<file path="config.mk">
export PLATFORM = sky130hd
export DESIGN_NAME = ctrl_multiciclo
export DESIGN_NICKNAME = d
export VERILOG_FILES = /design/src/rtl/ctrl_multiciclo.sv
export SDC_FILE = /design/constraint.sdc
export NUM_CORES = 1
export LEC_CHECK = 0
export BUFFER_PORTS_ARGS = -buffer_cell sky130_fd_sc_hd__buf_2
export CORE_UTILIZATION = 40
export CTS_CLUSTER_SIZE = 8
export DETAILED_ROUTE_END_ITERATION = 6
export PLACE_DENSITY = 0.68
export SYNTH_ARGS = -nofsm -noshare
export SYNTH_HDL_FRONTEND = slang
export SYNTH_SLANG_ARGS = --single-unit
</file>
<file path="constraint.sdc">
create_clock -name clock -period 3.7 [get_ports clock]
set_input_delay 0.185 -clock clock [delete_from_list [all_inputs] [get_ports clock]]
set_output_delay 0.185 -clock clock [all_outputs]
set_load 0.02 [all_outputs]
</file>
<file path="src/rtl/ctrl_multiciclo.sv">
// Multicycle main control FSM: fetch/decode/execute/memory/writeback with fixed-latency memory waits.
// Optional feature: define OVERFLOW_EXC_EN to trap signed overflow of add/sub/addi into EXC.
module ctrl_multiciclo #(
  parameter int unsigned MEM_LAT = 2
) (
  input  logic       clock,
  input  logic       reset,
  input  logic [5:0] opcode,
  input  logic [5:0] funct,
  input  logic       alu_zero,
  input  logic       alu_overflow,
  output logic       pc_write,
  output logic [1:0] pc_src,
  output logic       ir_write,
  output logic       mem_rd,
  output logic       mem_wr,
  output logic       addr_src,
  output logic       alu_src_a,
  output logic [1:0] alu_src_b,
  output logic [2:0] alu_sel,
  output logic       reg_write,
  output logic       reg_dst,
  output logic       mem_to_reg,
  output logic       epc_write,
  output logic       exc_cause,
  output logic [3:0] state_out
);

  localparam int unsigned CNT_W = 4;
  localparam logic [CNT_W-1:0] LAT = CNT_W'(MEM_LAT);

  localparam logic [5:0] OP_RTYPE = 6'h00;
  localparam logic [5:0] OP_BEQ   = 6'h04;
  localparam logic [5:0] OP_BNE   = 6'h05;
  localparam logic [5:0] OP_ADDI  = 6'h08;
  localparam logic [5:0] OP_ADDIU = 6'h09;
  localparam logic [5:0] OP_LW    = 6'h23;
  localparam logic [5:0] OP_SW    = 6'h2B;

  localparam logic [5:0] FN_JR    = 6'h08;
  localparam logic [5:0] FN_BREAK = 6'h0D;
  localparam logic [5:0] FN_ADD   = 6'h20;
  localparam logic [5:0] FN_SUB   = 6'h22;
  localparam logic [5:0] FN_AND   = 6'h24;

  localparam logic [2:0] ALU_PASS = 3'b000;
  localparam logic [2:0] ALU_ADD  = 3'b001;
  localparam logic [2:0] ALU_SUB  = 3'b010;
  localparam logic [2:0] ALU_AND  = 3'b011;

  typedef enum logic [3:0] {
    S_RST      = 4'd0,
    S_FETCH    = 4'd1,
    S_DECODE   = 4'd2,
    S_EXEC_R   = 4'd3,
    S_WB_R     = 4'd4,
    S_EXEC_I   = 4'd5,
    S_WB_I     = 4'd6,
    S_MEM_ADDR = 4'd7,
    S_MEM_RD   = 4'd8,
    S_MEM_WB   = 4'd9,
    S_MEM_WR   = 4'd10,
    S_BRANCH   = 4'd11,
    S_JR       = 4'd12,
    S_EXC      = 4'd13,
    S_HALT     = 4'd14
  } state_t;

  typedef struct packed {
    logic       pc_write;
    logic [1:0] pc_src;
    logic       ir_write;
    logic       mem_rd;
    logic       mem_wr;
    logic       addr_src;
    logic       alu_src_a;
    logic [1:0] alu_src_b;
    logic [2:0] alu_sel;
    logic       reg_write;
    logic       reg_dst;
    logic       mem_to_reg;
    logic       epc_write;
  } ctrl_t;

  state_t           state_q, state_d;
  logic [CNT_W-1:0] cnt_q, cnt_d;
  logic             exc_q, exc_d;
  ctrl_t            ctrl_q, ctrl_d;
  logic             wait_done_c;
  logic             br_take_c;

  // Control word for a given state; 'last' marks the final cycle of a memory wait.
  function automatic ctrl_t decode_ctrl(input state_t s, input logic last, input logic [5:0] f);
    ctrl_t c;
    c = '0;
    case (s)
      S_FETCH: begin
        c.mem_rd = 1'b1;
        if (last) begin
          c.ir_write  = 1'b1;
          c.pc_write  = 1'b1;
          c.pc_src    = 2'b00;
          c.alu_src_b = 2'b01;
          c.alu_sel   = ALU_ADD;
        end
      end
      S_DECODE: begin
        c.alu_src_b = 2'b11;
        c.alu_sel   = ALU_ADD;
      end
      S_EXEC_R: begin
        c.alu_src_a = 1'b1;
        c.alu_src_b = 2'b00;
        case (f)
          FN_ADD:  c.alu_sel = ALU_ADD;
          FN_SUB:  c.alu_sel = ALU_SUB;
          FN_AND:  c.alu_sel = ALU_AND;
          default: c.alu_sel = ALU_PASS;
        endcase
      end
      S_WB_R: begin
        c.reg_write = 1'b1;
        c.reg_dst   = 1'b1;
      end
      S_EXEC_I, S_MEM_ADDR: begin
        c.alu_src_a = 1'b1;
        c.alu_src_b = 2'b10;
        c.alu_sel   = ALU_ADD;
      end
      S_WB_I: c.reg_write = 1'b1;
      S_MEM_RD: begin
        c.mem_rd   = 1'b1;
        c.addr_src = 1'b1;
      end
      S_MEM_WB: begin
        c.reg_write  = 1'b1;
        c.mem_to_reg = 1'b1;
      end
      S_MEM_WR: begin
        c.mem_wr   = 1'b1;
        c.addr_src = 1'b1;
      end
      // pc_write for branches is resolved from alu_zero in the same cycle, see br_take_c
      S_BRANCH: begin
        c.alu_src_a = 1'b1;
        c.alu_src_b = 2'b00;
        c.alu_sel   = ALU_SUB;
        c.pc_src    = 2'b01;
      end
      S_JR: begin
        c.pc_write = 1'b1;
        c.pc_src   = 2'b10;
      end
      S_EXC: begin
        c.epc_write = 1'b1;
        c.pc_write  = 1'b1;
        c.pc_src    = 2'b11;
      end
      default: c = '0;
    endcase
    return c;
  endfunction

  assign wait_done_c = (cnt_q >= LAT);

  // Next-state, wait counter and exception cause
  always_comb begin
    state_d = state_q;
    cnt_d   = cnt_q;
    exc_d   = exc_q;
    case (state_q)
      S_RST: begin
        state_d = S_FETCH;
        cnt_d   = '0;
      end
      S_FETCH, S_MEM_RD, S_MEM_WR: begin
        if (wait_done_c) begin
          cnt_d = '0;
          case (state_q)
            S_FETCH:  state_d = S_DECODE;
            S_MEM_RD: state_d = S_MEM_WB;
            default:  state_d = S_FETCH;
          endcase
        end else begin
          cnt_d = cnt_q + CNT_W'(1);
        end
      end
      S_DECODE: begin
        case (opcode)
          OP_RTYPE: begin
            case (funct)
              FN_ADD, FN_SUB, FN_AND: state_d = S_EXEC_R;
              FN_JR:                  state_d = S_JR;
              FN_BREAK:               state_d = S_HALT;
              default: begin
                state_d = S_EXC;
                exc_d   = 1'b0;
              end
            endcase
          end
          OP_ADDI, OP_ADDIU: state_d = S_EXEC_I;
          OP_LW, OP_SW:      state_d = S_MEM_ADDR;
          OP_BEQ, OP_BNE:    state_d = S_BRANCH;
          default: begin
            state_d = S_EXC;
            exc_d   = 1'b0;
          end
        endcase
      end
      S_EXEC_R: begin
        state_d = S_WB_R;
`ifdef OVERFLOW_EXC_EN
        if (alu_overflow && (funct == FN_ADD || funct == FN_SUB)) begin
          state_d = S_EXC;
          exc_d   = 1'b1;
        end
`endif
      end
      S_EXEC_I: begin
        state_d = S_WB_I;
`ifdef OVERFLOW_EXC_EN
        if (alu_overflow && opcode == OP_ADDI) begin
          state_d = S_EXC;
          exc_d   = 1'b1;
        end
`endif
      end
      S_MEM_ADDR: state_d = (opcode == OP_LW) ? S_MEM_RD : S_MEM_WR;
      S_WB_R, S_WB_I, S_MEM_WB, S_BRANCH, S_JR, S_EXC: state_d = S_FETCH;
      S_HALT: state_d = S_HALT;
      default: begin
        state_d = S_RST;
        cnt_d   = '0;
      end
    endcase
    ctrl_d = decode_ctrl(state_d, (cnt_d == LAT), funct);
  end

`ifndef OVERFLOW_EXC_EN
  logic ovf_unused;
  assign ovf_unused = alu_overflow;
`endif

  // State, counter, cause and the control word for the upcoming state
  always_ff @(posedge clock) begin
    if (reset) begin
      state_q <= S_RST;
      cnt_q   <= '0;
      exc_q   <= 1'b0;
      ctrl_q  <= '0;
    end else begin
      state_q <= state_d;
      cnt_q   <= cnt_d;
      exc_q   <= exc_d;
      ctrl_q  <= ctrl_d;
    end
  end

  assign br_take_c = (state_q == S_BRANCH) &&
                     ((opcode == OP_BNE) ? !alu_zero : alu_zero);

  assign pc_write   = ctrl_q.pc_write | br_take_c;
  assign pc_src     = ctrl_q.pc_src;
  assign ir_write   = ctrl_q.ir_write;
  assign mem_rd     = ctrl_q.mem_rd;
  assign mem_wr     = ctrl_q.mem_wr;
  assign addr_src   = ctrl_q.addr_src;
  assign alu_src_a  = ctrl_q.alu_src_a;
  assign alu_src_b  = ctrl_q.alu_src_b;
  assign alu_sel    = ctrl_q.alu_sel;
  assign reg_write  = ctrl_q.reg_write;
  assign reg_dst    = ctrl_q.reg_dst;
  assign mem_to_reg = ctrl_q.mem_to_reg;
  assign epc_write  = ctrl_q.epc_write;
  assign exc_cause  = exc_q;
  assign state_out  = state_q;

endmodule
</file>
### Word-level counts from Yosys, hierarchy flattened

Cells that the tools add are included.

| cells by class | value |
|---|---|
| $add $sub $neg | 1 |
| $lt $le $gt $ge | 1 |
| eq/ne operators | 40 |
| multiplexer cells | 25 |
| bitwise gates (word level) | 3 |
| reduce and logical (&&, ||, !) cells | 21 |

Operators by type and width:

| cell | count |
|---|---|
| $eq 4x4->1 const B | 13 |
| $eq 4x3->1 const B | 8 |
| $eq 6x6->1 const B | 5 |
| $pmux 4 s7 | 1 |
| $pmux 5 s5 | 1 |
| $eq 6x4->1 const B | 4 |
| $eq 4x2->1 const B | 5 |
| $mux 4 | 4 |
| $pmux 4 s2 | 2 |
| $pmux 4 s4 | 1 |
| $reduce_or 2->1 | 8 |
| $eq 6x3->1 const B | 2 |
| $pmux 4 s3 | 1 |
| $reduce_or 11->1 | 1 |
| $mux 1 | 10 |
| $reduce_or 3->1 | 3 |
| $eq 4x1->1 const B | 2 |
| $pmux 2 s4 | 1 |
| $reduce_or 7->1 | 1 |
| $logic_not 6->1 | 1 |
| $pmux 2 s3 | 1 |
| $reduce_or 6->1 | 1 |
| $reduce_or 5->1 | 1 |
| $add 4x1->4 const B | 1 |
| other kinds (11) | 13 |

| storage, ports and cells | value |
|---|---|
| bits in registers | 26 |
| input bits | 16 |
| output and inout bits | 22 |
| logic and storage cells | 107 |

### Logic depth before layout (Yosys ltp)

| logic depth | value |
|---|---|
| depth in word-level cells | 8 |
| mapped depth | 9 |
| depth with buffers taken out | 8 |

### Worst setup path after synthesis

OpenSTA, ideal clock, no wires.

| timing | value |
|---|---|
| path type | register to register |
| start point | reg state_q[3], in the netlist state_out[3] |
| end point | reg ctrl_q, in the netlist pc_src[0] |
| library setup time | 0.079 ns |
| arrival | 1.982 ns |
| data required time | 3.621 ns |
| path slack | 1.638 ns |
| stages on the path, launching flop included | 9 |
| buffers on the path | 2 |
| clock period less this slack | 2.062 ns |
| path through | dfxtp_1 > buf_6 > or4b_4 > a211oi_2 > a41oi_2 > and2_4 > buf_6 > nand2b_4 > a211oi_2 |

| on the way | value |
|---|---|
| word-level cells in the longest chain between the ends | 6 |
| elaborated cells between the ends (all ways) | 25 |
| those cells by class | eq/ne (18); mux (4); reduce/logical (3) |

Ends and longest elaborated chain:

| what | line | RTL |
|---|---|---|
| start, declared | 85 | `state_t state_q, state_d;` |
| start signal, assigned | 252 | `state_q <= state_d;` |
| $eq 4x4->1 or $eq 4x1->1 (tied branches) | 171, 179 |  |
| $pmux 4 s2 | 179 | `case (state_q)` |
| $mux 4 | 177 | `if (wait_done_c) begin` |
| $pmux 4 s7 * | 171 | `case (state_q)` |
| $eq 4x4->1 or $eq 4x1->1 (tied branches) | 96 | `case (s)` |
| $pmux 2 s4 * | 96 |  |
| end signal, assigned | 255 | `ctrl_q <= ctrl_d;` |
| end, declared | 88 | `ctrl_t ctrl_q, ctrl_d;` |

Every way passes the cells marked *; elsewhere a longest branch is shown, timed or not.
A chain may end at the register's enable or synchronous reset.

### Final worst setup path

| timing | value |
|---|---|
| start point | reg cnt_q[0] |
| end point | reg ctrl_q, in the netlist alu_sel[0] |

| on the way | value |
|---|---|
| word-level cells in the longest chain between the ends | 6 |
| elaborated cells between the ends (all ways) | 16 |
| those cells by class | add/sub (1); order compare (1); eq/ne (7); mux (6); reduce/logical (1) |

Ends and longest elaborated chain:

| what | line | RTL |
|---|---|---|
| start, declared | 86 | `logic [CNT_W-1:0] cnt_q, cnt_d;` |
| start signal, assigned | 253 | `cnt_q <= cnt_d;` |
| $ge 4x2->1 or $add 4x1->4 (tied branches) | 164, 185 |  |
| $mux 4 | 177 |  |
| $pmux 4 s7 or $pmux 4 s2 (tied branches) | 171 |  |
| $eq 4x3->1 or $eq 4x2->1 (tied branches) | 96, 236 |  |
| $reduce_or 2->1 or $mux 4 (tied branches) | n/a |  |
| $pmux 5 s5 * | 96 |  |

Marked as above.

==> flow_metrics.env <==
export IMPL_die_area_sq_um=3770
export IMPL_drv_cap=0
export IMPL_wl_per_cell_um=12.2
export IMPL_fp_dieH_um=61.4
export IMPL_crit_type="flip-flop to flip-flop"
export IMPL_relSlewSlack_pct=56.6
export IMPL_grt_pass1_wl_um=4360
export IMPL_drive_above_1_share_pct=29.0
export IMPL_final_area_sq_um=1590
export IMPL_clkLatencyLatePin_ns=0.31
export IMPL_firstDrtPassIters=4
export IMPL_netlist_area_leader_share_pct=34.0
export IMPL_start_kind="flip-flop"
export IMPL_clock_path_buffers=2
export IMPL_yosysSeqAreaShare_pct=34.0
export IMPL_dp_slack_ns=1.13
export IMPL_synth_edff_count=0
export IMPL_placed_area_sq_um=1530
export IMPL_gr_usage_all_layers_pct=15.3
export IMPL_synth_area_leaders="dfxtp_1, buf_4, nand2_1"
export IMPL_crit_path_max_fanout=4
export IMPL_synthMostInstantiatedCell="dfxtp_1"
export IMPL_vias=1205
export IMPL_ys_flop_type="dfxtp_1"
export IMPL_cts_max_level=1
export IMPL_slew_violations=0
export IMPL_ios=38
export IMPL_grt_max_degree=16
export IMPL_ant_nets=0
export IMPL_period_share_pct=67.8
export IMPL_fmax_mhz=399
export IMPL_worstSetupEndpointType="flip-flop"
export IMPL_post_cts_setup_buffers=0
export IMPL_path_cells="inv_1 > ha_1 > nor4_1 > a21oi_1 > a21o_1 > nor3b_1 > nand4_1 > a32oi_1"
export IMPL_drc=0
export IMPL_drt_iter0_drc=27
export IMPL_fillers=362
export IMPL_hpwl_um=2080
export IMPL_hold_buffers=0
export IMPL_synth_cells=163
export IMPL_fin_hold_ws_ns=0.153
export IMPL_cp_required_ns=3.94
export IMPL_syn_area_sq_um=1410
export IMPL_powerDensity_nw_per_um2=371
export IMPL_vdd_ir_drop_max_mv=0.258
export IMPL_core_area_sq_um=3360
export IMPL_status="finished clean"
export IMPL_synth_area_leader_cell="dfxtp_1"
export IMPL_yosys_top_cells_count="dfxtp_1, nand2_1, nor2_1, a21oi_1, buf_4"
export IMPL_p_leak_uw=0.000684
export IMPL_rsz0062_at_grt="no"
export IMPL_cts_resized=0
export IMPL_die_width_um=61.4
export IMPL_clock_sinks=24
export IMPL_numCtsBuffers=3
export IMPL_final_net_count=205
export IMPL_portBuffers=34
export IMPL_initial_utilization_pct=42.0
export IMPL_fin_setup_tns_ns=0
export IMPL_path_clk_slew_ns=0.13
export IMPL_synth_avg_cell_area_sq_um=8.67
export IMPL_ys_types=55
export IMPL_cp_arrival_ns=2.75
export IMPL_gp_congestion=0.752
export IMPL_cts_tree="done"
export IMPL_utilization_pct=47.2
export IMPL_min_path_type="input pin to flip-flop"
export IMPL_area_growth_syn_to_layout_pct=12.3
export IMPL_rows=21
export IMPL_overflow=0
export IMPL_first_global_vias=1035
export IMPL_antenna_found_initial=0
export IMPL_routed_via_density=5.19
export IMPL_synthArstFlopShare_pct=0
export IMPL_yosys_warnings=0
export IMPL_finalHoldViolCount=0
export IMPL_synth_seq_cells=24
export IMPL_wirelength_um=2840
export IMPL_max_slew_worst_pin_slew_ns=0.646
export IMPL_reg2reg_setup_slack_ns=1.19
export IMPL_cts_root_buf="clkbuf_4"
export IMPL_period_minus_slack_ns=2.51
export IMPL_layout_setup_ws_ns=1.19
export IMPL_critPathSlowestCell="nor4_1"
export IMPL_max_stage_delay_ns=0.50
export IMPL_num_antenna_cells=0
export IMPL_finalSetupViolations=0
export IMPL_fin_skew_ns=0.00394
-- critical path: cells and delay by family (launching register included) --
kind	cells	cell delay, ns
AOI/OAI and AO/OA	3	0.57
DFF	1	0.41
and+or+nand+nor	3	1.13
buffers and inverters	1	0.10
adders and majority gates	1	0.22
-- routing by layer --
| metal | up-vias | part of all wire, % | global-route usage [%] |
|---|---|---|---|
| met5 | - | 0 | 0 |
| met4 | 0 | 0.63 | 3.81 |
| met3 | 2 | 5.0 | 3.15 |
| met2 | 38 | 42 | 23.9 |
| met1 | 539 | 52 | 21.7 |
| li1 | 626 | - | - |
-- final cells by class --
| cell class | count | area, sq um | area share (%) |
|---|---|---|---|
| timing repair buffer | 34 | 170 | 10.7 |
| sequential | 24 | 480 | 30.3 |
| multi-input combinational | 116 | 796 | 50.2 |
| clock buffer | 3 | 22.5 | 1.42 |
| inverter | 8 | 30.0 | 1.89 |
| clock inverter | 1 | 30.0 | 1.89 |
| tap | 46 | 57.6 | 3.63 |
-- power breakdown --
part	internal [uW]	total (uW)	switching [uW]
sequential	269	282	12.4
clock	109	185	75.8
combinational	47.2	121	74.0
-- placed cells by master (no fill, tap or decap), types with 2 or more instances in the layout --
cell | netlist | final
o21bai_1 | 2 | 2
nand4_1 | 3 | 3
o21ai_1 | 2 | 2
a211oi_2 | 3 | 3
a22oi_1 | 3 | 3
and3_1 | 2 | 2
or3b_1 | 2 | 2
nor4_1 | 2 | 2
nand3_1 | 6 | 6
a21oi_1 | 8 | 8
xor2_1 | 2 | 2
conb_1 | 1 | 2
ha_1 | 2 | 2
xnor2_1 | 4 | 4
nor3b_1 | 4 | 4
clkbuf_4 | 0 | 3
or2_2 | 2 | 2
nand2_1 | 13 | 13
inv_1 | 7 | 7
nand2b_1 | 3 | 3
nor3_1 | 6 | 6
dfxtp_1 | 24 | 24
o21ai_0 | 2 | 2
a2bb2oi_1 | 2 | 2
and3b_1 | 2 | 2
nand4b_1 | 3 | 3
nor2_1 | 12 | 12
buf_2 | 4 | 34
-- per-stage QoR --
step / power, uW / instances
final: 588 / 232
after detailed placement: 408 / 228
after CTS: 596 / 232
after floorplan: 382 / 164
after global routing: 619 / 232
after global placement: 407 / 228
-- cells by family (layout without fill, tap and decap cells) --
kind of cell | count (synthesis) | after routing | synth area share (%)
adder cells (fa/ha/maj) | 2 | 2 | 1.77
AND/OR/NAND/NOR | 70 | 70 | 29.2
flip-flops | 24 | 24 | 34.0
XOR/XNOR | 6 | 6 | 3.72
buffers and inverters | 24 | 46 | 9.92
other | 1 | 2 | 0.265
AO/OA/AOI/OAI | 36 | 36 | 21.1
-- final timing paths --
path                 start    endpoint  cells past startpoint
setup / recovery  cnt_q[0]  alu_sel[0]                      8
hold / removal       reset    cnt_q[0]                      2
setup reg to reg  cnt_q[0]  alu_sel[0]                      8
hold reg to reg   cnt_q[0]    cnt_q[0]                      2
(Power assumes the default switching activity.)
